**src/rtl/rf_arb_pkg.sv**
```systemverilog
// Shared types and helpers for the register-file access arbiter.
package rf_arb_pkg;

    typedef enum logic {
        ST_INIT = 1'b0,
        ST_RUN  = 1'b1
    } arb_state_e;

    localparam int unsigned RF_ADDR_WIDTH = 4;
    localparam int unsigned RF_DEPTH      = 1 << RF_ADDR_WIDTH;

    // Width of a round-robin index over n requesters (at least one bit).
    function automatic int unsigned rr_idx_width(input int unsigned n);
        int unsigned w;
        w = 1;
        while ((32'd1 << w) < n) begin
            w = w + 1;
        end
        return w;
    endfunction

    function automatic int unsigned rf_depth(input int unsigned aw);
        return 32'd1 << aw;
    endfunction

endpackage

```
**src/rtl/rr_pick2.sv**
```systemverilog
// Rotating-priority picker: up to two one-hot grants, scanning req from ptr.
module rr_pick2
    import rf_arb_pkg::*;
#(
    parameter int unsigned N  = 4,
    parameter int unsigned IW = rr_idx_width(N)
) (
    input  logic [IW-1:0] ptr,
    input  logic [N-1:0]  req,
    output logic [N-1:0]  gnt0,
    output logic [N-1:0]  gnt1,
    output logic [IW-1:0] idx0,
    output logic [IW-1:0] idx1,
    output logic          vld0,
    output logic          vld1
);

    int unsigned     cand;
    logic [IW-1:0]   cand_idx;

    always_comb begin
        gnt0     = '0;
        gnt1     = '0;
        idx0     = '0;
        idx1     = '0;
        vld0     = 1'b0;
        vld1     = 1'b0;
        cand     = 0;
        cand_idx = '0;
        for (int unsigned k = 0; k < N; k++) begin
            cand = 32'(ptr) + k;
            if (cand >= N) begin
                cand = cand - N;
            end
            cand_idx = IW'(cand);
            if (req[cand_idx]) begin
                if (!vld0) begin
                    vld0           = 1'b1;
                    idx0           = cand_idx;
                    gnt0[cand_idx] = 1'b1;
                end else if (!vld1) begin
                    vld1           = 1'b1;
                    idx1           = cand_idx;
                    gnt1[cand_idx] = 1'b1;
                end
            end
        end
    end

endmodule

```
**src/rtl/rf_access_arbiter.sv**
```systemverilog
// Round-robin arbiter sharing a 2R/1W register file; clears the file after reset.
// Optional macro RF_WR_BYPASS_EN forwards same-cycle write data to colliding reads.
module rf_access_arbiter
    import rf_arb_pkg::*;
#(
    parameter int unsigned DATA_WIDTH = 32,
    parameter int unsigned ADDR_WIDTH = 4,
    parameter int unsigned NUM_RD     = 4,
    parameter int unsigned NUM_WR     = 2
) (
    input  logic                           clk,
    input  logic                           reset,
    input  logic [NUM_RD-1:0]              rd_req_valid,
    input  logic [NUM_RD*ADDR_WIDTH-1:0]   rd_req_addr,
    output logic [NUM_RD-1:0]              rd_req_ready,
    output logic [NUM_RD-1:0]              rd_rsp_valid,
    output logic [NUM_RD*DATA_WIDTH-1:0]   rd_rsp_data,
    input  logic [NUM_WR-1:0]              wr_req_valid,
    input  logic [NUM_WR*ADDR_WIDTH-1:0]   wr_req_addr,
    input  logic [NUM_WR*DATA_WIDTH-1:0]   wr_req_data,
    output logic [NUM_WR-1:0]              wr_req_ready,
    output logic                           init_done,
    output logic                           rf_rd_req_0,
    output logic                           rf_rd_req_1,
    output logic [ADDR_WIDTH-1:0]          rf_rd_addr_0,
    output logic [ADDR_WIDTH-1:0]          rf_rd_addr_1,
    input  logic [DATA_WIDTH-1:0]          rf_rd_data_0,
    input  logic [DATA_WIDTH-1:0]          rf_rd_data_1,
    output logic                           rf_wr_req_0,
    output logic [ADDR_WIDTH-1:0]          rf_wr_addr_0,
    output logic [DATA_WIDTH-1:0]          rf_wr_data_0
);

    localparam int unsigned           RD_IW     = rr_idx_width(NUM_RD);
    localparam int unsigned           WR_IW     = rr_idx_width(NUM_WR);
    localparam int unsigned           DEPTH     = rf_depth(ADDR_WIDTH);
    localparam logic [ADDR_WIDTH-1:0] LAST_ADDR = ADDR_WIDTH'(DEPTH - 1);

    arb_state_e             state_q, state_d;
    logic [ADDR_WIDTH-1:0]  sweep_cnt_q, sweep_cnt_d;
    logic                   init_done_q, init_done_d;
    logic [RD_IW-1:0]       rd_ptr_q, rd_ptr_d;
    logic [WR_IW-1:0]       wr_ptr_q, wr_ptr_d;
    logic [NUM_RD-1:0]      rsp_vld_q, rsp_vld_d;
    logic [NUM_RD-1:0]      rsp_port_q, rsp_port_d;

    logic                   run;
    logic [NUM_RD-1:0]      rd_gnt0, rd_gnt1;
    logic [RD_IW-1:0]       rd_idx0, rd_idx1;
    logic                   rd_vld0, rd_vld1;
    logic [NUM_WR-1:0]      wr_gnt0;
    logic [WR_IW-1:0]       wr_idx0;
    logic                   wr_vld0;
    logic [NUM_WR-1:0]      wr_gnt1_unused;
    logic [WR_IW-1:0]       wr_idx1_unused;
    logic                   wr_vld1_unused;
    logic [DATA_WIDTH-1:0]  port0_data, port1_data;

    assign run = (state_q == ST_RUN);

    rr_pick2 #(
        .N  (NUM_RD),
        .IW (RD_IW)
    ) u_rd_pick (
        .ptr  (rd_ptr_q),
        .req  (rd_req_valid),
        .gnt0 (rd_gnt0),
        .gnt1 (rd_gnt1),
        .idx0 (rd_idx0),
        .idx1 (rd_idx1),
        .vld0 (rd_vld0),
        .vld1 (rd_vld1)
    );

    rr_pick2 #(
        .N  (NUM_WR),
        .IW (WR_IW)
    ) u_wr_pick (
        .ptr  (wr_ptr_q),
        .req  (wr_req_valid),
        .gnt0 (wr_gnt0),
        .gnt1 (wr_gnt1_unused),
        .idx0 (wr_idx0),
        .idx1 (wr_idx1_unused),
        .vld0 (wr_vld0),
        .vld1 (wr_vld1_unused)
    );

    // Read grants, register-file read ports and the response steering map.
    always_comb begin
        rd_req_ready = '0;
        rf_rd_req_0  = 1'b0;
        rf_rd_req_1  = 1'b0;
        rf_rd_addr_0 = '0;
        rf_rd_addr_1 = '0;
        rsp_vld_d    = '0;
        rsp_port_d   = '0;
        rd_ptr_d     = rd_ptr_q;
        if (run) begin
            rd_req_ready = rd_gnt0 | rd_gnt1;
            rf_rd_req_0  = rd_vld0;
            rf_rd_req_1  = rd_vld1;
            rsp_vld_d    = rd_gnt0 | rd_gnt1;
            rsp_port_d   = rd_gnt1;
            for (int unsigned i = 0; i < NUM_RD; i++) begin
                if (rd_gnt0[i]) begin
                    rf_rd_addr_0 = rd_req_addr[i*ADDR_WIDTH +: ADDR_WIDTH];
                end
                if (rd_gnt1[i]) begin
                    rf_rd_addr_1 = rd_req_addr[i*ADDR_WIDTH +: ADDR_WIDTH];
                end
            end
            if (rd_vld1) begin
                rd_ptr_d = (rd_idx1 == RD_IW'(NUM_RD - 1)) ? '0 : rd_idx1 + 1'b1;
            end else if (rd_vld0) begin
                rd_ptr_d = (rd_idx0 == RD_IW'(NUM_RD - 1)) ? '0 : rd_idx0 + 1'b1;
            end
        end
    end

    // Write port: the clear sweep owns it in INIT, the write arbiter in RUN.
    always_comb begin
        state_d      = state_q;
        sweep_cnt_d  = sweep_cnt_q;
        init_done_d  = init_done_q;
        wr_ptr_d     = wr_ptr_q;
        wr_req_ready = '0;
        rf_wr_req_0  = 1'b0;
        rf_wr_addr_0 = '0;
        rf_wr_data_0 = '0;
        if (state_q == ST_INIT) begin
            // The reset term keeps the sweep write quiet while reset is held.
            rf_wr_req_0  = ~reset;
            rf_wr_addr_0 = sweep_cnt_q;
            sweep_cnt_d  = sweep_cnt_q + 1'b1;
            if (sweep_cnt_q == LAST_ADDR) begin
                state_d     = ST_RUN;
                init_done_d = 1'b1;
            end
        end else begin
            wr_req_ready = wr_gnt0;
            rf_wr_req_0  = wr_vld0;
            for (int unsigned j = 0; j < NUM_WR; j++) begin
                if (wr_gnt0[j]) begin
                    rf_wr_addr_0 = wr_req_addr[j*ADDR_WIDTH +: ADDR_WIDTH];
                    rf_wr_data_0 = wr_req_data[j*DATA_WIDTH +: DATA_WIDTH];
                end
            end
            if (wr_vld0) begin
                wr_ptr_d = (wr_idx0 == WR_IW'(NUM_WR - 1)) ? '0 : wr_idx0 + 1'b1;
            end
        end
    end

    always_ff @(posedge clk or posedge reset) begin
        if (reset) begin
            state_q     <= ST_INIT;
            sweep_cnt_q <= '0;
            init_done_q <= 1'b0;
            rd_ptr_q    <= '0;
            wr_ptr_q    <= '0;
            rsp_vld_q   <= '0;
            rsp_port_q  <= '0;
        end else begin
            state_q     <= state_d;
            sweep_cnt_q <= sweep_cnt_d;
            init_done_q <= init_done_d;
            rd_ptr_q    <= rd_ptr_d;
            wr_ptr_q    <= wr_ptr_d;
            rsp_vld_q   <= rsp_vld_d;
            rsp_port_q  <= rsp_port_d;
        end
    end

`ifdef RF_WR_BYPASS_EN
    logic [1:0]            byp_hit_q, byp_hit_d;
    logic [DATA_WIDTH-1:0] byp_data0_q, byp_data0_d;
    logic [DATA_WIDTH-1:0] byp_data1_q, byp_data1_d;

    always_comb begin
        byp_hit_d[0] = rf_rd_req_0 & rf_wr_req_0 & (rf_rd_addr_0 == rf_wr_addr_0);
        byp_hit_d[1] = rf_rd_req_1 & rf_wr_req_0 & (rf_rd_addr_1 == rf_wr_addr_0);
        byp_data0_d  = rf_wr_data_0;
        byp_data1_d  = rf_wr_data_0;
    end

    always_ff @(posedge clk or posedge reset) begin
        if (reset) begin
            byp_hit_q   <= '0;
            byp_data0_q <= '0;
            byp_data1_q <= '0;
        end else begin
            byp_hit_q   <= byp_hit_d;
            byp_data0_q <= byp_data0_d;
            byp_data1_q <= byp_data1_d;
        end
    end

    assign port0_data = byp_hit_q[0] ? byp_data0_q : rf_rd_data_0;
    assign port1_data = byp_hit_q[1] ? byp_data1_q : rf_rd_data_1;
`else
    assign port0_data = rf_rd_data_0;
    assign port1_data = rf_rd_data_1;
`endif

    always_comb begin
        rd_rsp_data = '0;
        for (int unsigned i = 0; i < NUM_RD; i++) begin
            if (rsp_vld_q[i]) begin
                rd_rsp_data[i*DATA_WIDTH +: DATA_WIDTH] = rsp_port_q[i] ? port1_data : port0_data;
            end
        end
    end

    assign rd_rsp_valid = rsp_vld_q;
    assign init_done    = init_done_q;

endmodule

```
**config.mk**
```make
export PLATFORM = sky130hd
export DESIGN_NAME = rf_access_arbiter
export DESIGN_NICKNAME = d
export VERILOG_FILES = /design/src/rtl/rf_arb_pkg.sv /design/src/rtl/rr_pick2.sv /design/src/rtl/rf_access_arbiter.sv
export SDC_FILE = /design/constraint.sdc
export NUM_CORES = 1
export LEC_CHECK = 0
export BUFFER_PORTS_ARGS = -buffer_cell sky130_fd_sc_hd__clkbuf_2
export CAP_MARGIN = 5
export CORE_AREA = 4 4 133 135
export CTS_BUF_LIST = sky130_fd_sc_hd__clkbuf_8
export DETAILED_ROUTE_END_ITERATION = 8
export DIE_AREA = 0 0 137 139
export GPL_ROUTABILITY_DRIVEN = 0
export PLACE_DENSITY = 0.57
export SYNTH_ARGS = -nofsm -noshare
export SYNTH_HDL_FRONTEND = slang
export SYNTH_SLANG_ARGS = --single-unit
```
**constraint.sdc**
```tcl
create_clock -name clk -period 10.88 [get_ports clk]
set_input_delay 1.632 -clock clk [delete_from_list [all_inputs] [get_ports clk]]
set_output_delay 1.632 -clock clk [all_outputs]
set_load 0.01 [all_outputs]
```
# After elaboration in Yosys (flattened, before gate mapping)
# Index checks and enable logic that the tools add are counted.
dict set report op_classes {
  eq_ne 3
  add_sub_neg 14
  n_mul 0
  muxes 115
  magnitude_cmp 18
  div_mod_pow 0
  shift 0
  bitwise_logic 9
  reduce_logical 10
}
# operator n
set ops {}
lappend ops {{2-to-1 mux 32 bit} 11}
lappend ops {{2-to-1 mux 4 bit} 30}
lappend ops {{2-to-1 mux 2 bit} 27}
lappend ops {{2-to-1 mux 1 bit} 37}
lappend ops {{OR 4 bit} 6}
lappend ops {{less-than comparator 2 x 3 -> 1 bit, second input constant} 4}
lappend ops {{>= comparator 3 bit, second input constant} 3}
lappend ops {{binary-select mux 1 bit (select 2 bit)} 4}
lappend ops {{demux 1 bit (select 2 bit)} 4}
lappend ops {{>= comparator 2 x 1 -> 1 bit, second input constant} 4}
lappend ops {{subtractor 2 x 1 -> 2 bit, second input constant} 4}
lappend ops {{adder 2 x 2 -> 3 bit, second input constant} 2}
lappend ops {{logical AND 1 bit} 6}
lappend ops {{AND reduction 2 bit} 3}
lappend ops {{adder 2 x 1 -> 2 bit, second input constant} 2}
lappend ops {{adder 4 x 1 -> 4 bit, second input constant} 1}
lappend ops {{== test 2 bit, second input constant} 2}
lappend ops {{== test 4 bit, second input constant} 1}
lappend ops {{less-than comparator 1 x 2 -> 1 bit, second input constant} 2}
lappend ops {{adder 2 x 1 -> 3 bit, second input constant} 1}
lappend ops {{>= comparator 2 x 3 -> 1 bit, second input constant} 1}
lappend ops {{adder 1 x 1 -> 2 bit, second input constant} 1}
lappend ops {{demux 1 bit (select 1 bit)} 2}
lappend ops {{>= comparator 1 bit, second input constant} 2}
lappend ops {{other kinds (7)} 9}
dict set report word_totals {
  output_inout_bits 186
  ram_bits 0
  inputBits 160
  register_bits 17
  elab_cells 176
  latchBits 0
  romBits 0
  n_memories 0
}

# Logic depth before layout (Yosys ltp)
# Gate-level depths: netlist of run 1.
dict set report logic_depth {
  word_depth 22
  mapped_depth 12
  depth_no_buf 9
}

# Cells and area by module
# From an unflattened synthesis of run 1, not the netlist that was laid out.
dict set report hier_totals {
  hier_cells 545
  hier_area_um2 4424.2
}
# module cells_each seq_area_each_um2 n_inst area_per_inst_um2
set by_module_without_submodules {}
lappend by_module_without_submodules {rf_access_arbiter 440 425.4 1 3601.0}
lappend by_module_without_submodules {{rr_pick2 at u_rd_pick} 96 0.0 1 762.0}
lappend by_module_without_submodules {{rr_pick2 at u_wr_pick} 9 0.0 1 61.3}

# Least setup slack after synthesis of run 1
# No wires, ideal clock.
dict set report synth_timing {
  path_type {in2out}
  startpoint {in rd_req_valid[0]}
  endpoint {out rf_rd_addr_1[0]}
  setup_slack_ps 5295
  arrival_ps 3953
  required_ps 9248
  path_buffers 1
  stages 8
  path_cell_list {buf_2 mux4_2 xor2_1 o21ai_2 nor2b_1 a222oi_1 nand2_2 o32ai_1}
}
dict set report synth_between {
  elab_chain_cells 18
  word_cells_on_any_way 30
  classes_between {28 x mux; 2 x bitwise}
}
# item line
set synth_rtl {}
lappend synth_rtl {{start: declaration} rf_access_arbiter.sv:13} ;# input logic [NUM_RD-1:0] rd_req_valid,
lappend synth_rtl {{binary-select mux 1 bit (select 2 bit)} rr_pick2.sv:36} ;# if (req[cand_idx]) begin
lappend synth_rtl {{2-to-1 mux 1 bit (not written as such)} rr_pick2.sv:36}
lappend synth_rtl {{2-to-1 mux 1 bit} rr_pick2.sv:36}
lappend synth_rtl {{2-to-1 mux 4 bit} rr_pick2.sv:37} ;# if (!vld0) begin
lappend synth_rtl {{2-to-1 mux 4 bit} rr_pick2.sv:36}
lappend synth_rtl {{OR 4 bit (no source line)} --}
lappend synth_rtl {{2-to-1 mux 4 bit} rr_pick2.sv:41} ;# end else if (!vld1) begin
lappend synth_rtl {{2-to-1 mux 4 bit} rr_pick2.sv:37}
lappend synth_rtl {{2-to-1 mux 4 bit} rr_pick2.sv:36}
lappend synth_rtl {{OR 4 bit (no source line)} --}
lappend synth_rtl {{2-to-1 mux 4 bit} rr_pick2.sv:41}
lappend synth_rtl {{2-to-1 mux 4 bit} rr_pick2.sv:37}
lappend synth_rtl {{2-to-1 mux 4 bit (*)} rr_pick2.sv:36}
lappend synth_rtl {{2-to-1 mux 4 bit (3 in a row)} rf_access_arbiter.sv:109} ;# if (rd_gnt1[i]) begin
lappend synth_rtl {{2-to-1 mux 4 bit (*)} rf_access_arbiter.sv:109}
lappend synth_rtl {{2-to-1 mux 4 bit (*)} rf_access_arbiter.sv:99} ;# if (run) begin
lappend synth_rtl {{end: declaration} rf_access_arbiter.sv:26} ;# output logic [ADDR_WIDTH-1:0] rf_rd_addr_1,
# Every way passes the cells marked *; elsewhere a longest branch is shown, timed or not. The select of a mux whose other input is x is not followed.

# Final worst setup path of run 1
dict set report layout_timing {
  startpoint {reg rd_ptr_q[0]}
  endpoint {out rf_rd_addr_1[2]}
}
dict set report layout_between {
  elab_chain_cells 22
  word_cells_on_any_way 60
  classes_between {7 x add/sub; 10 x order compare; 38 x mux; 2 x bitwise; 3 x reduce/logical}
}
# item line
set layout_rtl {}
lappend layout_rtl {{start: declaration} rf_access_arbiter.sv:42} ;# logic [RD_IW-1:0] rd_ptr_q, rd_ptr_d;
lappend layout_rtl {{start signal: assignment} rf_access_arbiter.sv:168} ;# rd_ptr_q <= rd_ptr_d;
lappend layout_rtl {{adder 2 x 1 -> 3 bit} rr_pick2.sv:31} ;# cand = 32'(ptr) + k;
lappend layout_rtl {{>= comparator 3 bit or subtractor 2 x 1 -> 2 bit (tied branches)} {rr_pick2.sv:32, rr_pick2.sv:33}}
lappend layout_rtl {{2-to-1 mux 2 bit} rr_pick2.sv:32} ;# if (cand >= N) begin
lappend layout_rtl {{less-than comparator 2 x 3 -> 1 bit (not written as such) or >= comparator 2 x 1 -> 1 bit (tied branches)} rr_pick2.sv:44} ;# gnt1[cand_idx] = 1'b1;
lappend layout_rtl {{logical AND 1 bit (not written as such)} rr_pick2.sv:44}
lappend layout_rtl {{2-to-1 mux 1 bit (not written as such)} rr_pick2.sv:44}
lappend layout_rtl {{demux 1 bit (select 2 bit)} --}
lappend layout_rtl {{2-to-1 mux 4 bit} rr_pick2.sv:37}
lappend layout_rtl {{[4 not listed]} --}
lappend layout_rtl {{2-to-1 mux 4 bit} rr_pick2.sv:36}
lappend layout_rtl {{OR 4 bit (no source line)} --}
lappend layout_rtl {{2-to-1 mux 4 bit} rr_pick2.sv:41}
lappend layout_rtl {{2-to-1 mux 4 bit} rr_pick2.sv:37}
lappend layout_rtl {{2-to-1 mux 4 bit (*)} rr_pick2.sv:36}
lappend layout_rtl {{2-to-1 mux 4 bit (3 in a row)} rf_access_arbiter.sv:109}
lappend layout_rtl {{2-to-1 mux 4 bit (*)} rf_access_arbiter.sv:109}
lappend layout_rtl {{2-to-1 mux 4 bit (*)} rf_access_arbiter.sv:99}
# Marks and branches as above.

==> results by group, run 1 <==
Detailed routing
  • DRT Wirelength: 18400 um
  • DRT antenna net count: 0
  • DRC violations left: 0
  • Vias/cell: 4.95
  • Drt pass-1 iters: 4
  • Via count: around 5300
  • Post-DR wirelength/cell: 17.2 um
  • Initial DRC Count: 229

Critical path
  • Crit path launch type: register
  • CP max stage delay: about 860 ps
  • Worst Setup Path Type: reg2out
  • CP Capture Type: primary output
  • Worst EP required: between 9000 and 10000 ps
  • CP delay by family, top: compound AO/OA/AOI/OAI gates
  • Crit path max fanout: 22
  • Data arrival, critical path: 4950 ps
  • Worst Path Buf+Inv: 2
  • Crit-path slowest cell: a222oi_1
  • Crit-path cells: inv_1 > ha_1 > mux4_2 > xor2_1 > o21ai_2 > nor2b_1 > a222oi_1 > nand2_2 > o32ai_1 > clkbuf_2

Clock tree
  • Clock-pin slew on the worst setup and hold paths: around 60 ps
  • # Post-CTS Setup Buffers: 0
  • Max Root-Sink Buffers: 2
  • Clk sinks: 17
  • Root Driver: clkbuf_8
  • Post-CTS Hold Fix Bufs: 0
  • CTS tree: built
  • CTS resizes: 0
  • H-tree Lvls: 1
  • CTS buffer count: 3
  • Clk_lat worst skew: 250 ps

STA
  • Final Slew Violations: 0
  • Unrepaired setup endpoints after global routing: false
  • Fmax achieved: 152 MHz
  • Hold_ws: approximately 500 ps
  • Post-layout minimum cycle time: 6580 ps
  • Setup Viol. Count Final: 0
  • Tightest Pin Transition: between 1000 and 1500 ps
  • Skew final: between 4 and 5 ps
  • TNS Setup: 0 ps
  • Endpoints failing hold: 0
  • Slew HR: approximately 24%
  • Crit share post-route: 60.5%

Power and ir drop
  • Int Pwr: 0.000694 W
  • Clock share of power: 3.0%
  • Lkg Pwr: 3.05 nW
  • Sw frac: 54.2%
  • Flop pwr share: 16.5%
  • Combinational group share of total power: between 80% and 90%
  • NetSw: 0.000820 W
  • PwrDens: 244 nW/um^2
  • Worst VDD drop: 133 uV

Placed design
  • HPWL after DPL: 14500 um
  • Port Buf Inserts: 345
  • Cells after DPL: 1065
  • Area after DPL: 6160 um^2

Cells and area
  • Most common cell after layout, fill and taps aside: clkbuf_2
  • Final Instance Area: 6200 um^2
  • Layout cell share with drive strength beyond 1: 43.3%
  • Layout fillers: 1743
  • Fin cells: ~1100
  • Ant. Diodes: 0
  • Fin nets: 1019
  • Area growth, synth to finish: 43.0%
  • Most frequent cells in the layout: clkbuf_2, mux2i_1, nor2b_1

Global route
  • Vias in the first global route: between 5000 and 6000
  • Largest net degree at the start of global routing: 37
  • GRT Util Overall: 17.7%
  • Total grt overflow: 0
  • Initial antenna violation count: 0
  • Global-route wire length before repair: 27800 um

Yosys
  • Post-synth ARST share: 100%
  • Syn_nets: between 700 and 800
  • Post-Syn Area: between 4000 and 5000 um^2
  • Post-synth EDFFs: 0
  • Yosys reg bits: 17
  • Most used flip-flop cell after synthesis: dfrtp_1
  • Yosys Warn Count: 0
  • Yosys cell types: 52
  • Mean Syn Cell Area: 7.89 um^2
  • Post-Synthesis Cells: 550
  • Post-synthesis sequential area ratio: 9.80%

Floorplanning
  • Io pins: 346
  • Rows: 47
  • Initial Utilization: 26.4%
  • DIE WIDTH: 137 um
  • Core ar.: around 16000 um^2
  • Die height: 139 um
  • Full die area: 19000 um^2

Worst hold path
  • Hold/Removal Path Class: reg2reg

Job
  • MaxCap Viol Count: 0

Outcome
  • Status: completed
[worst register-to-register path, stage by stage (launching register included)]
cell and delay (ps):
dfrtp_1 840, inv_1 280, ha_1 700, mux4_2 720, xor2_1 270, o21ai_2 210
nor2b_1 90, a222oi_1 860, a21boi_0 280
[through the flow]
step / utilization (%) / power (W) / worst slack [ps]
2_1_floorplan: - / 0.00102 / 5300
6_report: 37.7 / 0.00151 / 4300
5_1_grt: 37.7 / 0.00166 / 3870
3_3_place_gp: 37.4 / 0.00148 / 4630
4_1_cts: 37.7 / 0.00153 / 4290
3_5_place_dp: 37.4 / 0.00148 / 4530
[Yosys cell counts, drive strengths merged, types with 8 or more instances]
| cell | n | area share, % |
|---|---|---|
| a21oi | 15 | 1.7 |
| dfrtp | 17 | 9.8 |
| o21ai | 13 | 1.6 |
| nor2 | 20 | 1.7 |
| inv | 8 | 0.69 |
| clkbuf | 34 | 2.9 |
| ha | 9 | 2.6 |
| a22o | 33 | 6.7 |
| nor2b | 132 | 19 |
| mux2i | 136 | 31 |
| buf | 19 | 1.9 |
| nand2 | 20 | 1.8 |
[final timing paths]
| path | startpoint | endpoint | slack (ps) | cells past startpoint |
|---|---|---|---|---|
| worst max register to register | rd_ptr_q[0] | rd_rsp_valid[3] | 6440 | 8 |
| max in group asynchronous | reset | rsp_port_q[1] | 8950 | 2 |
| worst min-delay path | init_done | init_done | 490 | 1 |
| worst max-delay path | rd_ptr_q[0] | rf_rd_addr_1[2] | 4300 | 10 |
| min in group asynchronous | reset | rd_ptr_q[0] | 1470 | 2 |
| worst min register to register | init_done | init_done | 490 | 1 |
[final cells by class]
| type | count | area (um^2) | area share (%) |
|---|---|---|---|
| timing repair buffer | 348 | 1750 | 28.2 |
| clock inverter | 1 | 3.75 | 0.0605 |
| clock buffer | 3 | 41.3 | 0.666 |
| tap | 220 | 275 | 4.44 |
| inverter | 8 | 30.0 | 0.484 |
| multi-input combinational | 472 | 3670 | 59.2 |
| sequential | 17 | 430 | 6.94 |
[routing by layer]
metal / up-vias / track usage [%] / part of all wire, %
met1: 2411 / 20.1 / 38
met4: 0 / 2.26 / 1.1
met5: - / 0 / 0
met2: 270 / 33.6 / 51
met3: 16 / 4.57 / 9.8
li1: 2591 / - / -
[power groups by stage]
stage / Combinational [W] / Sequential, W / Clock, W
after global routing: 0.00134 / 0.000262 / 0.0000508
after global placement: 0.00123 / 0.000250 / 0
final: 0.00122 / 0.000250 / 0.0000449
after detailed placement: 0.00122 / 0.000253 / 0
after CTS: 0.00123 / 0.000252 / 0.0000470
after floorplan: 0.000921 / 0.000101 / 0
[registers in the layout, indices dropped and copies added, names as in the netlist]
| name | flops |
|---|---|
| init_done | 1 |
| rd_ptr_q | 2 |
| rd_rsp_valid | 4 |
| rsp_port_q | 4 |
| run | 1 |
| sweep_cnt_q | 4 |
| wr_ptr_q | 1 |
[cells by family after synthesis]
group / after synthesis / share of synthesized area (%)
AO/OA/AOI/OAI: 111 / 19.3
XOR/XNOR: 7 / 1.41
adder cells (fa/ha/maj): 10 / 2.83
buffers and inverters: 61 / 5.54
flip-flops: 17 / 9.80
multiplexers: 144 / 34.5
AND/OR/NAND/NOR: 200 / 26.7
Note: power is estimated with default switching activity, not from simulation.
==> run 2: changes to the inputs <==
--- a/config.mk
+++ b/config.mk
@@ -12,7 +12,7 @@
 export DETAILED_ROUTE_END_ITERATION = 8
 export DIE_AREA = 0 0 137 139
 export GPL_ROUTABILITY_DRIVEN = 0
-export PLACE_DENSITY = 0.57
+export PLACE_DENSITY = 0.59
 export SYNTH_ARGS = -nofsm -noshare
 export SYNTH_HDL_FRONTEND = slang
 export SYNTH_SLANG_ARGS = --single-unit
==> constraint.sdc (replaced) <==
create_clock -name clk -period 5.5 [get_ports clk]
set_input_delay 0.825 -clock clk [delete_from_list [all_inputs] [get_ports clk]]
set_output_delay 0.825 -clock clk [all_outputs]
set_load 0.01 [all_outputs]
==> results by group, run 2 (synthesis results as in run 1) <==
Worst hold path
  • Hold/Removal Path Class: reg2reg
  • Hold Path Stages: 1 (unchanged)
  • Worst Hold Launch: init_done
  • Hold Crit Endpoint: init_done

STA
  • Tightest Pin Transition: 1080 ps (-57.5 ps)
  • Skew final: 2.01 ps (-2.95 ps)
  • Endpoints failing hold: 0 (unchanged)
  • Setup ws final: 1040 ps (-3260 ps)
  • Fmax achieved: between 200 and 250 MHz
  • TNS Setup: 0 ps (unchanged)
  • Unrepaired setup endpoints after global routing: false
  • Slew HR: 28.2% (+3.8 points)
  • Crit share post-route: about four fifths
  • Final Slew Violations: 0 (unchanged)
  • Setup Viol. Count Final: 0 (unchanged)
  • Post-layout minimum cycle time: around 4500 ps

Floorplanning
  • Core ar.: 16500 um^2 (unchanged)
  • Full die area: 19000 um^2 (unchanged)
  • Rows: 47 (unchanged)
  • Io pins: 346 (unchanged)
  • Initial Utilization: 26.4% (unchanged)
  • DIE WIDTH: 137 um (unchanged)
  • Die height: 139 um (unchanged)

Cells and area
  • Most frequent cells in the layout: clkbuf_2, mux2i_1, nor2b_1
  • Area growth, synth to finish: 43.7%
  • Ant. Diodes: 0 (unchanged)
  • Multi-input logic area: 3670 um^2 (unchanged)
  • Fin nets: 1023 (+0.39%)
  • Area occupied by registers: 430 um^2 (unchanged)
  • Final Instance Area: 6230 um^2 (+0.50%)
  • Layout fillers: 1767 (+1.4%)
  • Layout cell share with drive strength beyond 1: 43.7% (+0.38 points)
  • Most common cell after layout, fill and taps aside: clkbuf_2

Critical path
  • Reg2Reg Depth: 10 (+2)
  • Crit path launch type: register
  • Crit path max fanout: 14 (-36%)
  • Worst Setup Path Type: reg2out
  • CP Capture Type: primary output
  • R2R Setup Slk: 2500 ps (-3940 ps)
  • Data arrival, critical path: 3640 ps (-1310 ps)
  • RR Endpoint: rd_rsp_valid[3]
  • Worst EP required: 4680 ps (-4570 ps)
  • Reg2Reg Launch Point: rd_ptr_q[1]
  • CP startpoint: rd_ptr_q[1]

Clock tree
  • Clock-pin slew on the worst setup and hold paths: 70 ps (about the same)
  • Clk_lat worst skew: 250 ps (about the same)
  • CTS resizes: 0 (unchanged)
  • Clk sinks: 17 (unchanged)
  • Post-CTS Hold Fix Bufs: 0 (unchanged)
  • CTS tree: built
  • Root Driver: clkbuf_8
  • # Post-CTS Setup Buffers: 0 (unchanged)
  • Max Root-Sink Buffers: 2 (unchanged)
  • CTS buffer count: 3 (unchanged)
  • H-tree Lvls: 1 (unchanged)

Detailed routing
  • Vias/cell: 4.91 (-0.71%)
  • Initial DRC Count: 155 (-32%)
  • Via count: 5270 (-0.34%)
  • DRC violations left: 0 (unchanged)
  • Drt pass-1 iters: 4 (unchanged)
  • DRT antenna net count: 0 (unchanged)
  • DRT Wirelength: 18400 um (+0.29%)
  • Post-DR wirelength/cell: 17.2 um (about the same)

Placed design
  • Worst slack at placement: 1090 ps (-3440 ps)
  • Port Buf Inserts: 345 (unchanged)
  • Area after DPL: 6190 um^2 (+0.49%)
  • HPWL after DPL: 14700 um (+0.87%)

Global route
  • Global-route wire length before repair: 28100 um (+1.2%)
  • Initial antenna violation count: 0 (unchanged)
  • GRT Util Overall: 18.0% (+0.33 points)
  • Vias in the first global route: 5201 (-0.058%)
  • Largest net degree at the start of global routing: 37 (unchanged)
  • Total grt overflow: 0 (unchanged)

Power and ir drop
  • Clock share of power: 3.1% (about the same)
  • PwrDens: 486 nW/um^2 (+99%)
  • Lkg Pwr: 3.07 nW (+0.56%)
  • Flop pwr share: 15.0% (-1.5 points)
  • NetSw: 0.00164 W (+100%)
  • Worst VDD drop: 229 uV (+72%)
  • Int Pwr: 0.00140 W (+100%)
  • Combinational group share of total power: 82.0% (+1.5 points)
  • Sw frac: 54.0% (-0.20 points)

Outcome
  • Status: completed

Job
  • MaxCap Viol Count: 0 (unchanged)
==> run 2: cell count changes in the layout (fill, tap and decap cells not counted), sizes merged <==
cell | previous run | this run
buf | 3 | 7
clkinv | 0 | 1
inv | 9 | 8
==> run 2: critical path, stage by stage, from the launching register on <==
cell	delay, ps
dfrtp_1	320
buf_4	180
inv_1	110
ha_1	320
mux4_2	650
xor2_1	260
o21ai_2	200
nor2b_1	90
a222oi_1	330
buf_4	210
nand2_2	80
o32ai_1	410
clkbuf_2	210
==> run 2: area by class of cell <==
type	instances	share of cell area, %
clock buffers	3	0.662
inverters	8	0.482
well taps	220	4.42
flip-flops and latches	17	6.90
multi-input cells	472	58.9
repair buffers	352	28.5
clock inverters	1	0.0803
==> run 2: through the flow <==
| stage | utilization, % | cells | hold WS (ps) | power, W |
|---|---|---|---|---|
| 2_1_floorplan | - | 550 | 460 | 0.00202 |
| 3_3_place_gp | 37.6 | 1069 | 455 | 0.00296 |
| 3_5_place_dp | 37.6 | 1069 | 462 | 0.00296 |
| 4_1_cts | 37.9 | 1073 | 488 | 0.00307 |
| 5_1_grt | 37.9 | 1073 | 516 | 0.00332 |
| 6_report | 37.9 | 1073 | 487 | 0.00303 |
==> run 2: how the worst max path moves through the flow <==
stage / depth (start not counted) / to / slack, ps
after floorplan: 11 / rf_rd_addr_1[0] / 1270
after global placement: 10 / rf_rd_addr_1[0] / 1080
after detailed placement: 9 / rf_rd_addr_1[0] / 1090
after CTS: 11 / rf_rd_addr_1[0] / 1020
after global routing: 11 / rf_rd_addr_1[0] / 700
final: 12 / rf_rd_addr_1[0] / 1040
==> run 2: metal layers <==
metal	up-vias	routed length (um)	share of wire (%)	track usage, %
met5	-	0	0	0
met4	0	221	1.2	2.57
met3	16	1410	7.7	3.16
met2	233	9470	51	34.4
met1	2420	7300	40	21.1
li1	2601	-	-	-
==> run 2: power groups by stage <==
stage	Sequential [W]	Clock [W]	Combinational [W]
6_report	0.000454	0.0000925	0.00249
4_1_cts	0.000462	0.0000975	0.00251
5_1_grt	0.000475	0.000104	0.00275
2_1_floorplan	0.000199	0	0.00182
3_5_place_dp	0.000463	0	0.00250
3_3_place_gp	0.000462	0	0.00250
